## src/rtl/ncl_mult3_sched.sv

```systemverilog
// rtl/ncl_mult3_sched.sv - round-robin scheduler sharing one NCL 3x3 dual-rail multiplier
module ncl_mult3_sched #(
  parameter int N       = 4,
  parameter int SYNC    = 2,
  parameter int TMO_CYC = 64
) (
  input  logic                 clk,
  input  logic                 rst,
  input  logic [N-1:0]         req,
  input  logic [3*N-1:0]       req_a,
  input  logic [3*N-1:0]       req_b,
  output logic [N-1:0]         gnt,
  output logic                 rsp_valid,
  output logic [$clog2(N)-1:0] rsp_id,
  output logic [5:0]           rsp_p,
  output logic                 rsp_err,
  output logic                 busy,
  output logic [2:0]           a_rail1,
  output logic [2:0]           a_rail0,
  output logic [2:0]           b_rail1,
  output logic [2:0]           b_rail0,
  output logic                 ki,
  output logic                 mult_rst,
  input  logic                 ko,
  input  logic [5:0]           p_rail1,
  input  logic [5:0]           p_rail0
);

  localparam int IW  = $clog2(N);
  localparam int IW1 = IW + 1;
  localparam int CW  = $clog2(TMO_CYC + 1);

  typedef enum logic [2:0] {
    RST_ISL, WAIT_N, IDLE, ISSUE, WAIT_D, CLEAR, RESP, ERR
  } state_t;

  state_t        state, state_nxt;
  logic [CW-1:0] cnt;
  logic [IW-1:0] ptr, win;
  logic [IW:0]   idx;
  logic          any_req;
  logic [2:0]    op_a, op_b;
  logic          pending;
  logic [12:0]   sync_q [SYNC];
  logic          ko_s;
  logic [5:0]    p1_s, p0_s;
  logic          dcomp, ncomp, illegal, tmo;

  // ko and both product rails share one synchronizer chain
  always_ff @(posedge clk) begin
    if (rst) begin
      for (int i = 0; i < SYNC; i++) sync_q[i] <= '0;
    end else begin
      sync_q[0] <= {ko, p_rail1, p_rail0};
      for (int i = 1; i < SYNC; i++) sync_q[i] <= sync_q[i-1];
    end
  end

  assign {ko_s, p1_s, p0_s} = sync_q[SYNC-1];
  assign dcomp   = &(p1_s ^ p0_s);
  assign ncomp   = ~|(p1_s | p0_s);
  assign illegal = |(p1_s & p0_s);
  assign tmo     = (cnt == CW'(TMO_CYC));

  // first requester at or after ptr, wrapping
  always_comb begin
    win     = '0;
    any_req = 1'b0;
    idx     = '0;
    for (int k = 0; k < N; k++) begin
      idx = {1'b0, ptr} + IW1'(k);
      if (idx >= IW1'(N)) idx = idx - IW1'(N);
      if (!any_req && req[idx[IW-1:0]]) begin
        any_req = 1'b1;
        win     = idx[IW-1:0];
      end
    end
  end

  always_comb begin
    state_nxt = state;
    case (state)
      RST_ISL: if (cnt == CW'(3)) state_nxt = WAIT_N;
      IDLE:    if (any_req) state_nxt = ISSUE;
      ISSUE: begin
        if (ko_s)     state_nxt = WAIT_D;
        else if (tmo) state_nxt = ERR;
      end
      WAIT_D: begin
        if (illegal)    state_nxt = ERR;
        else if (dcomp) state_nxt = CLEAR;
        else if (tmo)   state_nxt = ERR;
      end
      CLEAR:   state_nxt = WAIT_N;
      WAIT_N: begin
        if (ncomp && ko_s) state_nxt = pending ? RESP : IDLE;
        else if (tmo)      state_nxt = ERR;
      end
      RESP:    state_nxt = IDLE;
      ERR:     state_nxt = RST_ISL;
      default: state_nxt = RST_ISL;
    endcase
  end

  assign gnt       = (state == IDLE && any_req) ? (N'(1) << win) : '0;
  assign busy      = (state != IDLE);
  assign mult_rst  = (state == RST_ISL);
  assign rsp_valid = (state == RESP) || (state == ERR);
  assign rsp_err   = (state == ERR);
  assign ki        = !((state == CLEAR) || (state == WAIT_N && !ncomp));

  // rail changes are registered: the phase that decides them is followed by the wait phase that sees them
  always_ff @(posedge clk) begin
    if (rst) begin
      state   <= RST_ISL;
      cnt     <= '0;
      ptr     <= '0;
      rsp_id  <= '0;
      rsp_p   <= '0;
      op_a    <= '0;
      op_b    <= '0;
      pending <= 1'b0;
      a_rail1 <= '0;
      a_rail0 <= '0;
      b_rail1 <= '0;
      b_rail0 <= '0;
    end else begin
      state <= state_nxt;
      if (state_nxt != state) cnt <= '0;
      else if (!tmo)          cnt <= cnt + 1'b1;

      if (state == IDLE && any_req) begin
        ptr    <= (win == IW'(N-1)) ? '0 : win + 1'b1;
        rsp_id <= win;
        op_a   <= req_a[3*win +: 3];
        op_b   <= req_b[3*win +: 3];
      end

      if (state == ISSUE && ko_s) begin
        a_rail1 <= op_a;
        a_rail0 <= ~op_a;
        b_rail1 <= op_b;
        b_rail0 <= ~op_b;
      end

      if (state == CLEAR || state == ERR) begin
        a_rail1 <= '0;
        a_rail0 <= '0;
        b_rail1 <= '0;
        b_rail0 <= '0;
      end

      if (state == WAIT_D && state_nxt == CLEAR) begin
        rsp_p   <= p1_s;
        pending <= 1'b1;
      end
      if (state == RESP) pending <= 1'b0;
      if (state_nxt == ERR) begin
        rsp_p   <= '0;
        pending <= 1'b0;
      end
    end
  end

endmodule

```

## config.mk

```make
export PLATFORM = sky130hd
export DESIGN_NAME = ncl_mult3_sched
export DESIGN_NICKNAME = d
export VERILOG_FILES = /design/src/rtl/ncl_mult3_sched.sv
export SDC_FILE = /design/constraint.sdc
export NUM_CORES = 1
export LEC_CHECK = 0
export BUFFER_PORTS_ARGS = -buffer_cell sky130_fd_sc_hd__buf_2
export CAP_MARGIN = 20
export CORE_MARGIN = 2
export CORE_UTILIZATION = 53
export CTS_CLUSTER_DIAMETER = 150
export DETAILED_ROUTE_END_ITERATION = 8
export PLACE_DENSITY = 0.82
export SLEW_MARGIN = 20
export SYNTH_ARGS = -nofsm -noshare
export SYNTH_HDL_FRONTEND = slang
export SYNTH_SLANG_ARGS = --single-unit
```

## constraint.sdc

```tcl
create_clock -name clk -period 2.45 [get_ports clk]
set_input_delay 0.245 -clock clk [delete_from_list [all_inputs] [get_ports clk]]
set_output_delay 0.245 -clock clk [all_outputs]
set_load 0.005 [all_outputs]
```

==> impl_metrics.ini, run 1 <==
[timing]
timing.clock.skew_ps = 13.05
maxClockFrequency_mhz = 436.6
final.period_utilization_pct = 93.49
hold_ws_ps = 110.0
timing_worst_slew_pin_value_ps = 716.7
grt_setup_unrepaired = false
timing.setup.tns_ps = 0
report.final.slew_viol_count = 0
worst_slew_margin_rel_pct = 51.81
min_period_ps = 2291
setup_viol = 0
timing.final.hold_violations = 0

[clocking]
worstSkewPairLatency_ps = 340
clk_path_buf_depth = 2
clk_pin_slew_ps = 70
postCtsSetupRepairBufs = 0
clock_sinks = 65
ctsHtreeMaxLevel = 3
cts_hold_buffers = 0
cts_buffers = 9
postCtsResizedCells = 0
tritoncts_clock_tree = built
cell_at_the_root_of_the_clock_tree = clkbuf_8

[global_routing]
globalRoute.totalOverflow = 0
grt_antenna_before_repair = 0
grt_use_total_pct = 19.43
grt_start_max_net_pins = 28
global_route_wire_length_before_repair_um = 9680
number_of_global_route_vias_before_repair = 2303

[floorplan]
initial_cell_density_of_the_core_pct = 54.53
core.rowCount = 27
die_span_in_x_um = 79.04
design.core.area_um2 = 5473
die-height_um = 79.04
dieArea_um2 = 6247
floorplan.io_pins = 72

[final_layout]
flow.area_growth_from_synthesis_pct = 21.09
num_antenna_cells = 0
most-common-layout-cells = 71 x buf_2, 65 x dfxtp_1, 33 x nor2b_1
layout.cells.most_common = buf_2
layout-drive-gt1-share_pct = 25.19
finalNetCount = 461
layout.core_utilization_pct = 66.03
num-fill-cells = 454

[worst_setup_path]
worst-endpoint-required_ps = 2730
cp_data_arrival_time_ps = 2580
cp-end-kind = flop
worstPathMaxFanout = 7
crit_type = flop to flop
startpoint_type = flop
ff2ff_path_depth = 8
worst-r2r-setup-slack_ps = 160
timing.rr.start = sync_q[0][24]
crit-reg2reg-capture = pending

[yosys]
synth-simple-area-share_pct = 23.48
syn-cell-area_um2 = 2984
synth_nets = 386
yosys-mux-area-fraction_pct = 6.373
synthesis_stage_register_bit_count = 65
async_flop_share_pct = 0
synth_xor_xnor_area_share_pct = 1.761
synth_compound_gate_area_share_pct = 11.61
synth.distinct_cells = 43
synth.avg_cell_area_um2 = 9.182
postSynthCellCount = 325
synth_top_flop_cell = dfxtp_1
synth_edf_count = 0
synth_seq_area_share_pct = 43.61
yosys_warnings = 0
dominant_combinational_cell_family_by_area_after_synthesis = simple AND/OR/NAND/NOR gates
post_synth_fa_ha_maj_area_fraction_pct = 7.547

[route]
drc_markers = 0
drt_iter0_drc = 75
route.detailed.wl_per_inst_um = 12.29
drtPass1Iterations = 4
ant_nets = 0
final_wirelength_um = 5861
routed_via_density = 5.130
via_count = 2447

[power]
post-layout-total-power_mw = 2.818
power.leakage_nw = 1.632
peakVddDrop_uv = 674.0
power_density_nw_per_um2 = 779.8

[placement]
routabilityCongestion = 0.8510
dpl_wire_length_um = 4391
port_buffers = 71

[worst_hold_path]
timing.hold.worst.start = p_rail1[2]
holdPathStages = 2
hold-path-endpoint = sync_q[0][8]
hold_class = input pin to flop

[run]
drv.max_cap_violation_count = 0

[run_status]
run_status = complete, no violations
-- synth_stat cells (all sizes together) (2+ instances only) --
library cell  number  area [um2]
nand4              3       18.77
nand2             26       97.59
and2               4       25.02
o21a               2       15.01
dfxtp             65        1301
o21ai              7       35.03
nor3              11       55.05
nor2              27       120.1
o31a               2       17.52
clkbuf            10       57.56
or3                2       12.51
and3               5       32.53
xnor2              2       17.52
nand2b             2       12.51
xor2               4       35.03
inv               22       82.58
buf                3       27.52
a31oi              3       18.77
ha                18       225.2
o221ai             7       67.56
nand3             11       55.05
mux2i             19       190.2
nor4               3       18.77
o22ai              2       12.51
nor2b             33       206.5
nand4b             2       17.52
a21oi             19       95.09
o41ai              2       17.52
-- worst max-delay path, stage by stage, from the launching register on --
cell,delay [ps]
dfxtp_1,400
inv_1,60
ha_1,270
nand4_1,70
nor2_1,240
nand4b_1,150
o21ai_0,110
o31ai_1,640
o311a_1,280
-- per-stage QoR --
stage / instance area [um2] / setup slack (ps) / cells
floorplan: 2984 / 540.6 / 325
global placement: 3390 / 327.5 / 461
detailed placement: 3390 / 247.5 / 461
CTS: 3613 / 196.8 / 477
global route: 3613 / 35.89 / 477
finish: 3613 / 159.4 / 477
-- metal layers --
layer | track usage (%) | routed length, um | up-vias | share of wire [%]
met1 | 21.70 | 2600 | 1086 | 44
met4 | 7.414 | 65 | 0 | 1.1
met2 | 34.66 | 2796 | 91 | 48
met5 | 0 | 0 | - | 0
met3 | 5.795 | 397 | 9 | 6.8
li1 | - | - | 1261 | -
-- power breakdown --
part	leakage (nW)	total, mW	switching (mW)	internal [mW]
Sequential	0.530	1.18	0.0626	1.12
Clock	0.115	1.01	0.429	0.583
Combinational	0.987	0.621	0.351	0.270
Total	1.63	2.82	0.843	1.98
-- state kept, by name, indices dropped and copies added, names as in the netlist --
register and flops:
cnt 7, pending 1, rsp_p 6, a_rail0 3
op_a 3, op_b 3, a_rail1 3, ptr 2
b_rail0 3, state 3, b_rail1 3, rsp_id 2
sync_q 26
-- logic make-up (layout without fill, tap and decap cells) --
group                    Yosys count  after routing
XOR/XNOR                           6              6
adder cells (fa/ha/maj)           18             18
buffers and inverters             35            115
flip-flops                        65             65
AND/OR/NAND/NOR                  132            132
AO/OA/AOI/OAI                     50             50
multiplexers                      19             19
-- worst max path at each step --
stage | from | endpoint | slack, ps
6_report | sync_q[0][24] | pending | 160
5_1_grt | sync_q[0][23] | pending | 40
4_1_cts | sync_q[0][24] | pending | 200
3_5_place_dp | sync_q[0][24] | pending | 250
3_3_place_gp | sync_q[0][24] | pending | 330
2_1_floorplan | ptr[1] | gnt[0] | 540
-- area by class of cell --
class                   instances  area [um2]  share of cell area, %
clock buffers                   9       123.9                  3.428
clock inverters                 7       100.1                  2.770
inverters                      22       82.58                  2.285
multi-input cells             225        1515                  41.93
flip-flops and latches         65        1301                  36.01
well taps                      72       90.09                  2.493
repair buffers                 77       400.4                  11.08
(Power assumes the default switching activity.)
==> run 2, diff against run 1 <==
--- a/config.mk
+++ b/config.mk
@@ -12,6 +12,7 @@
 export CTS_CLUSTER_DIAMETER = 150
 export DETAILED_ROUTE_END_ITERATION = 8
 export PLACE_DENSITY = 0.82
+export REMOVE_ABC_BUFFERS = 1
 export SLEW_MARGIN = 20
 export SYNTH_ARGS = -nofsm -noshare
 export SYNTH_HDL_FRONTEND = slang
==> run 2 against run 1 <==
Clock skew decreased by 6.0 ps. Die area unchanged. Hold slack better by 2.1 ps. Critical path type is now flop to output pin. Largest power group unchanged.
==> impl_metrics.ini, run 2 (synthesized netlist as in run 1, its figures left out) <==
[global_routing]
globalRoute.totalOverflow = 0
global_route_wire_length_before_repair_um = 10380
number_of_global_route_vias_before_repair = 2370
grt_start_max_net_pins = 23
grt_use_total_pct = 21.19
grt_antenna_before_repair = 0

[route]
routed.top_layer = met4
ant_nets = 0
met2_routed_length_um = 3065
wl_met3_um = 359
wl_met1_um = 2638
drc_markers = 0
via_count = 2460
drtPass1Iterations = 4
route.detailed.wl_per_inst_um = 12.87
drt_iter0_drc = 101
routed_via_density = 5.157
final_wirelength_um = 6141

[clocking]
cts_buffers = 9
cell_at_the_root_of_the_clock_tree = clkbuf_8
clk_pin_slew_ps = 70
ctsHtreeMaxLevel = 3
worstSkewPairLatency_ps = 340
tritoncts_clock_tree = built
clk_path_buf_depth = 2
clock_sinks = 65

[timing]
timing.final.hold_violations = 0
timing.setup.tns_ps = 0
timing_worst_slew_pin_value_ps = 538.0
worst_slew_margin_rel_pct = 64.03
setup_viol = 0
report.final.slew_viol_count = 0
timing.clock.skew_ps = 7.040
final.period_utilization_pct = 90.91
min_period_ps = 2227
maxClockFrequency_mhz = 449.0
grt_setup_unrepaired = false

[final_layout]
layout.cells.most_common = buf_2
most-common-layout-cells = 71 x buf_2, 65 x dfxtp_1, 33 x nor2b_1
max_flop_register = sync_q
largest_reg_flops = 26
num_antenna_cells = 0
reg_top3 = sync_q: 26 flops, cnt: 7 flops, rsp_p: 6 flops
flow.area_growth_from_synthesis_pct = 21.34
layout-drive-gt1-share_pct = 25.19
finalNetCount = 461
stdcell_area_um2 = 3621
num-fill-cells = 466

[worst_setup_path]
critical_path.cell_chain = inv_1 > ha_1 > and4_1 > and3_1 > a21oi_1 > nand2_1 > buf_2
critPathSlowestCell = dfxtp_1
cp-end-kind = output pin
worst-endpoint-required_ps = 2200
cp_data_arrival_time_ps = 1980
startpoint_type = flop
worstPathMaxFanout = 3
crit_path_max_incr_delay_ps = 370
crit_type = flop to output pin

[floorplan]
floorplan.io_pins = 72
die_span_in_x_um = 79.04
design.core.area_um2 = 5473
core.rowCount = 27
initial_cell_density_of_the_core_pct = 54.53
dieArea_um2 = 6247
die-height_um = 79.04

[power]
post-layout-total-power_mw = 2.808
cellInternalPower_mw = 1.993
peakVddDrop_uv = 530.0
share_comb_of_total_power_pct = 21.0
power.leakage_nw = 1.631
power_density_nw_per_um2 = 775.6
power.sequential.fraction_pct = 43.3
power.clock.fraction_pct = 35.7
power_switching_share_pct = 29.03
power.switching_mw = 0.8152

[placement]
post_dp_cell_area_um2 = 3390
port_buffers = 71
routabilityCongestion = 0.8014
dpl_wire_length_um = 4691

[worst_hold_path]
hold_class = input pin to flop

[run_status]
run_status = complete, no violations

[run]
drv.max_cap_violation_count = 0
[run 2: cell type report]
cell class                 instances  area (um2)  area share [%]
timing repair buffer              77       404.1           11.16
inverter                          22       82.58           2.281
clock buffer                      10       137.6           3.801
sequential                        65        1301           35.94
tap                               72       90.09           2.488
multi-input combinational        225        1515           41.85
clock inverter                     6       90.09           2.488
[run 2: path summary, 6_finish.rpt]
path                        end          start  depth (start not counted)  slack, ps
setup / recovery             ki  sync_q[0][24]                          7        220
hold / removal     sync_q[0][2]     p_rail0[2]                          2        110
setup reg to reg         cnt[2]  sync_q[0][24]                          8        350
hold reg to reg   sync_q[0][22]   sync_q[0][9]                          1        430
[run 2: power groups by stage]
stage | Clock, mW | Combinational (mW) | Sequential (mW)
6_report | 1.00 | 0.590 | 1.22
5_1_grt | 1.08 | 0.658 | 1.23
4_1_cts | 1.03 | 0.587 | 1.21
3_5_place_dp | 0 | 0.585 | 1.24
3_3_place_gp | 0 | 0.563 | 1.23
2_1_floorplan | 0 | 0.409 | 1.21
[run 2: critical path: cells and delay by family, from the launching register on]
family          cells  cell delay (ps)
simple gates        3              550
fa+ha+maj           1              200
compound gates      1              310
flops               1              370
buf+inv             2              200
[run 2: per-stage QoR]
stage | std cells | utilization, % | worst slack, ps | hold slack (ps)
global route | 477 | 66.16 | 61.82 | 107.1
global placement | 461 | 61.93 | 496.4 | 416.2
CTS | 477 | 66.10 | 198.2 | 94.37
finish | 477 | 66.16 | 222.8 | 112.1
floorplan | 312 | - | 461.6 | 314.1
detailed placement | 461 | 61.93 | 401.5 | 420.4
[run 2: metal layers]
| layer | global-route usage, % | vias up |
|---|---|---|
| met3 | 4.318 | 8 |
| li1 | - | 1264 |
| met2 | 38.81 | 77 |
| met4 | 9.655 | 0 |
| met1 | 23.41 | 1111 |
| met5 | 0 | - |
[run 2: repair_timing]
action,in CTS,in global routing
gates resized for setup,0,1
buffers inserted,0,0
endpoints found under the setup margin,0,1
hold buffers,0,0
==> run 3, diff against run 2 <==
--- a/config.mk
+++ b/config.mk
@@ -8,10 +8,11 @@
 export BUFFER_PORTS_ARGS = -buffer_cell sky130_fd_sc_hd__buf_2
 export CAP_MARGIN = 20
 export CORE_MARGIN = 2
-export CORE_UTILIZATION = 53
+export CORE_UTILIZATION = 48
 export CTS_CLUSTER_DIAMETER = 150
 export DETAILED_ROUTE_END_ITERATION = 8
-export PLACE_DENSITY = 0.82
+export GPL_TIMING_DRIVEN = 0
+export PLACE_DENSITY = 0.79
 export REMOVE_ABC_BUFFERS = 1
 export SLEW_MARGIN = 20
 export SYNTH_ARGS = -nofsm -noshare
==> constraint.sdc (replaced) <==
create_clock -name clk -period 2 [get_ports clk]
set_input_delay 0.2 -clock clk [delete_from_list [all_inputs] [get_ports clk]]
set_output_delay 0.2 -clock clk [all_outputs]
set_load 0.005 [all_outputs]
==> run 3 against run 2 <==
Sequential share of layout area down 1.4 points. Utilization down 2.3 points. Combinational power up 44%. Register-to-register slack worse by 310 ps. Wire length up 2.0%. Critical path depth down 1. Worst setup slack worse by 190 ps. Power up 23%. Global-route usage down 3.3 points. First-iteration DRC count up 40%. Clock power up 8%. Clock skew up 4.2 ps.
==> impl_metrics.ini, run 3 (synthesized netlist as in run 1, its figures left out) <==
[run_status]
run_status = complete, no violations

[final_layout]
max_flop_register = sync_q
num-fill-cells = 502
area.sequential_um2 = 1314
num_antenna_cells = 0
multi_input_comb_area_um2 = 1645
stdcell_area_um2 = 3801
reg_top3 = sync_q: 26 flops, cnt: 7 flops, rsp_p: 6 flops
layout-drive-gt1-share_pct = 33.41
layout.cells.most_common = buf_2
largest_reg_flops = 26
finalNetCount = 470
flow.area_growth_from_synthesis_pct = 27.38
most-common-layout-cells = 71 x buf_2, 57 x dfxtp_1, 33 x nor2b_1

[worst_setup_path]
critical_path.cell_chain = or4_4 > nor2_8 > a31oi_1 > a211o_2 > o211ai_4 > nor3_1
setup.worst_path.start = cnt[5]
worstSetupPathDepth = 6
critPathSlowestCell = or4_4
timing.rr.start = cnt[5]
cp-end-kind = flop
cp_data_arrival_time_ps = 2170
crit_type = flop to flop
setup.worst_path.end = cnt[3]
ff2ff_path_depth = 6
worst-endpoint-required_ps = 2210
worst-r2r-setup-slack_ps = 40
crit_family = simple AND/OR/NAND/NOR gates
crit_path_max_incr_delay_ps = 590
crit-reg2reg-capture = cnt[3]
worstPathMaxFanout = 7
critical_path_buf_inv_count = 0
startpoint_type = flop

[power]
power_density_nw_per_um2 = 905.5
peakVddDrop_uv = 549.9
power.leakage_nw = 1.689

[run]
drv.max_cap_violation_count = 0

[timing]
final.period_utilization_pct = 98.14
timing.setup.tns_ps = 0
maxClockFrequency_mhz = 509.5
grt_setup_unrepaired = true
worst_slew_margin_rel_pct = 56.42
hold_ws_ps = 63.02
timing.final.hold_violations = 0
min_period_ps = 1963
setup_viol = 0
timing_worst_slew_pin_value_ps = 653.6
timing.clock.skew_ps = 11.22
report.final.slew_viol_count = 0

[clocking]
worstSkewPairLatency_ps = 340
clk_path_buf_depth = 2
cts_hold_buffers = 0
tritoncts_clock_tree = built
cell_at_the_root_of_the_clock_tree = clkbuf_8
cts_buffers = 9
clk_pin_slew_ps = 70
ctsHtreeMaxLevel = 3
clock_sinks = 65

[route]
via_count = 2536
routed_via_density = 5.197
drc_markers = 0
drt_iter0_drc = 141
drtPass1Iterations = 6
final_wirelength_um = 6264
ant_nets = 0
route.detailed.wl_per_inst_um = 12.84

[global_routing]
globalRoute.totalOverflow = 0
grt_antenna_before_repair = 0
grt_start_max_net_pins = 36
grt_use_total_pct = 17.86
number_of_global_route_vias_before_repair = 2394
global_route_wire_length_before_repair_um = 10110

[placement]
routabilityCongestion = 0.9026
dpl_wire_length_um = 4327
post_dp_cell_area_um2 = 3348
port_buffers = 71

[floorplan]
design.core.area_um2 = 5956
core.rowCount = 28
initial_cell_density_of_the_core_pct = 50.11
dieArea_um2 = 6863
die-height_um = 82.85
die_span_in_x_um = 82.85
floorplan.io_pins = 72

[worst_hold_path]
hold_class = input pin to flop
[run 3: changes by cell type in the layout (fill, tap and decap cells not counted), sizes merged]
cell,previous run,this run
clkinv,2,3
buf,77,86
bufinv,2,1
inv,23,22
[run 3: report_power, final]
part	internal [mW]	leakage, nW	switching, mW
clock network	0.599	0.0981	0.477
logic	0.408	1.06	0.443
registers	1.38	0.534	0.133
[run 3: layout make-up]
| cell class | count | area share (%) |
|---|---|---|
| Clock buffer | 10 | 3.621 |
| Tap cell | 75 | 2.469 |
| Clock inverter | 5 | 1.481 |
| Timing Repair Buffer | 86 | 12.41 |
| Sequential cell | 65 | 34.56 |
| Inverter | 22 | 2.172 |
| Multi-Input combinational cell | 225 | 43.29 |
[run 3: per-stage QoR]
stage	std cells	power, mW	setup WS, ps	util [%]
3_5_place_dp	458	2.205	-372.1	56.22
3_3_place_gp	458	2.181	-333.1	56.22
6_report	488	3.442	37.23	63.82
5_1_grt	488	3.634	-87.18	63.82
4_1_cts	481	3.365	-34.81	61.41
2_1_floorplan	312	1.989	42.94	-
[run 3: worst min-delay path by stage]
stage | from | endpoint | slack [ps] | cells past startpoint
after floorplan | rst | rsp_id[0] | 270 | 1
after global placement | p_rail1[3] | sync_q[0][9] | 410 | 2
after detailed placement | p_rail0[3] | sync_q[0][3] | 410 | 2
after CTS | p_rail1[5] | sync_q[0][11] | 50 | 2
after global routing | p_rail0[4] | sync_q[0][4] | 50 | 2
final | p_rail1[0] | sync_q[0][6] | 60 | 2
[run 3: per-layer routing]
metal,vias to the layer above,GRT usage [%],share of wire [%]
li1,1276,-,-
met1,1167,20.21,42
met2,82,30.35,49
met3,11,5.865,7.5
met4,0,8.346,1.5
met5,-,0,0
[run 3: repair_timing]
action	in CTS	in global routing
pin swaps	5	12
setup buffers	8	7
resized for setup	14	23
endpoints found under the hold margin	0	0
setup endpoints to repair	27	21
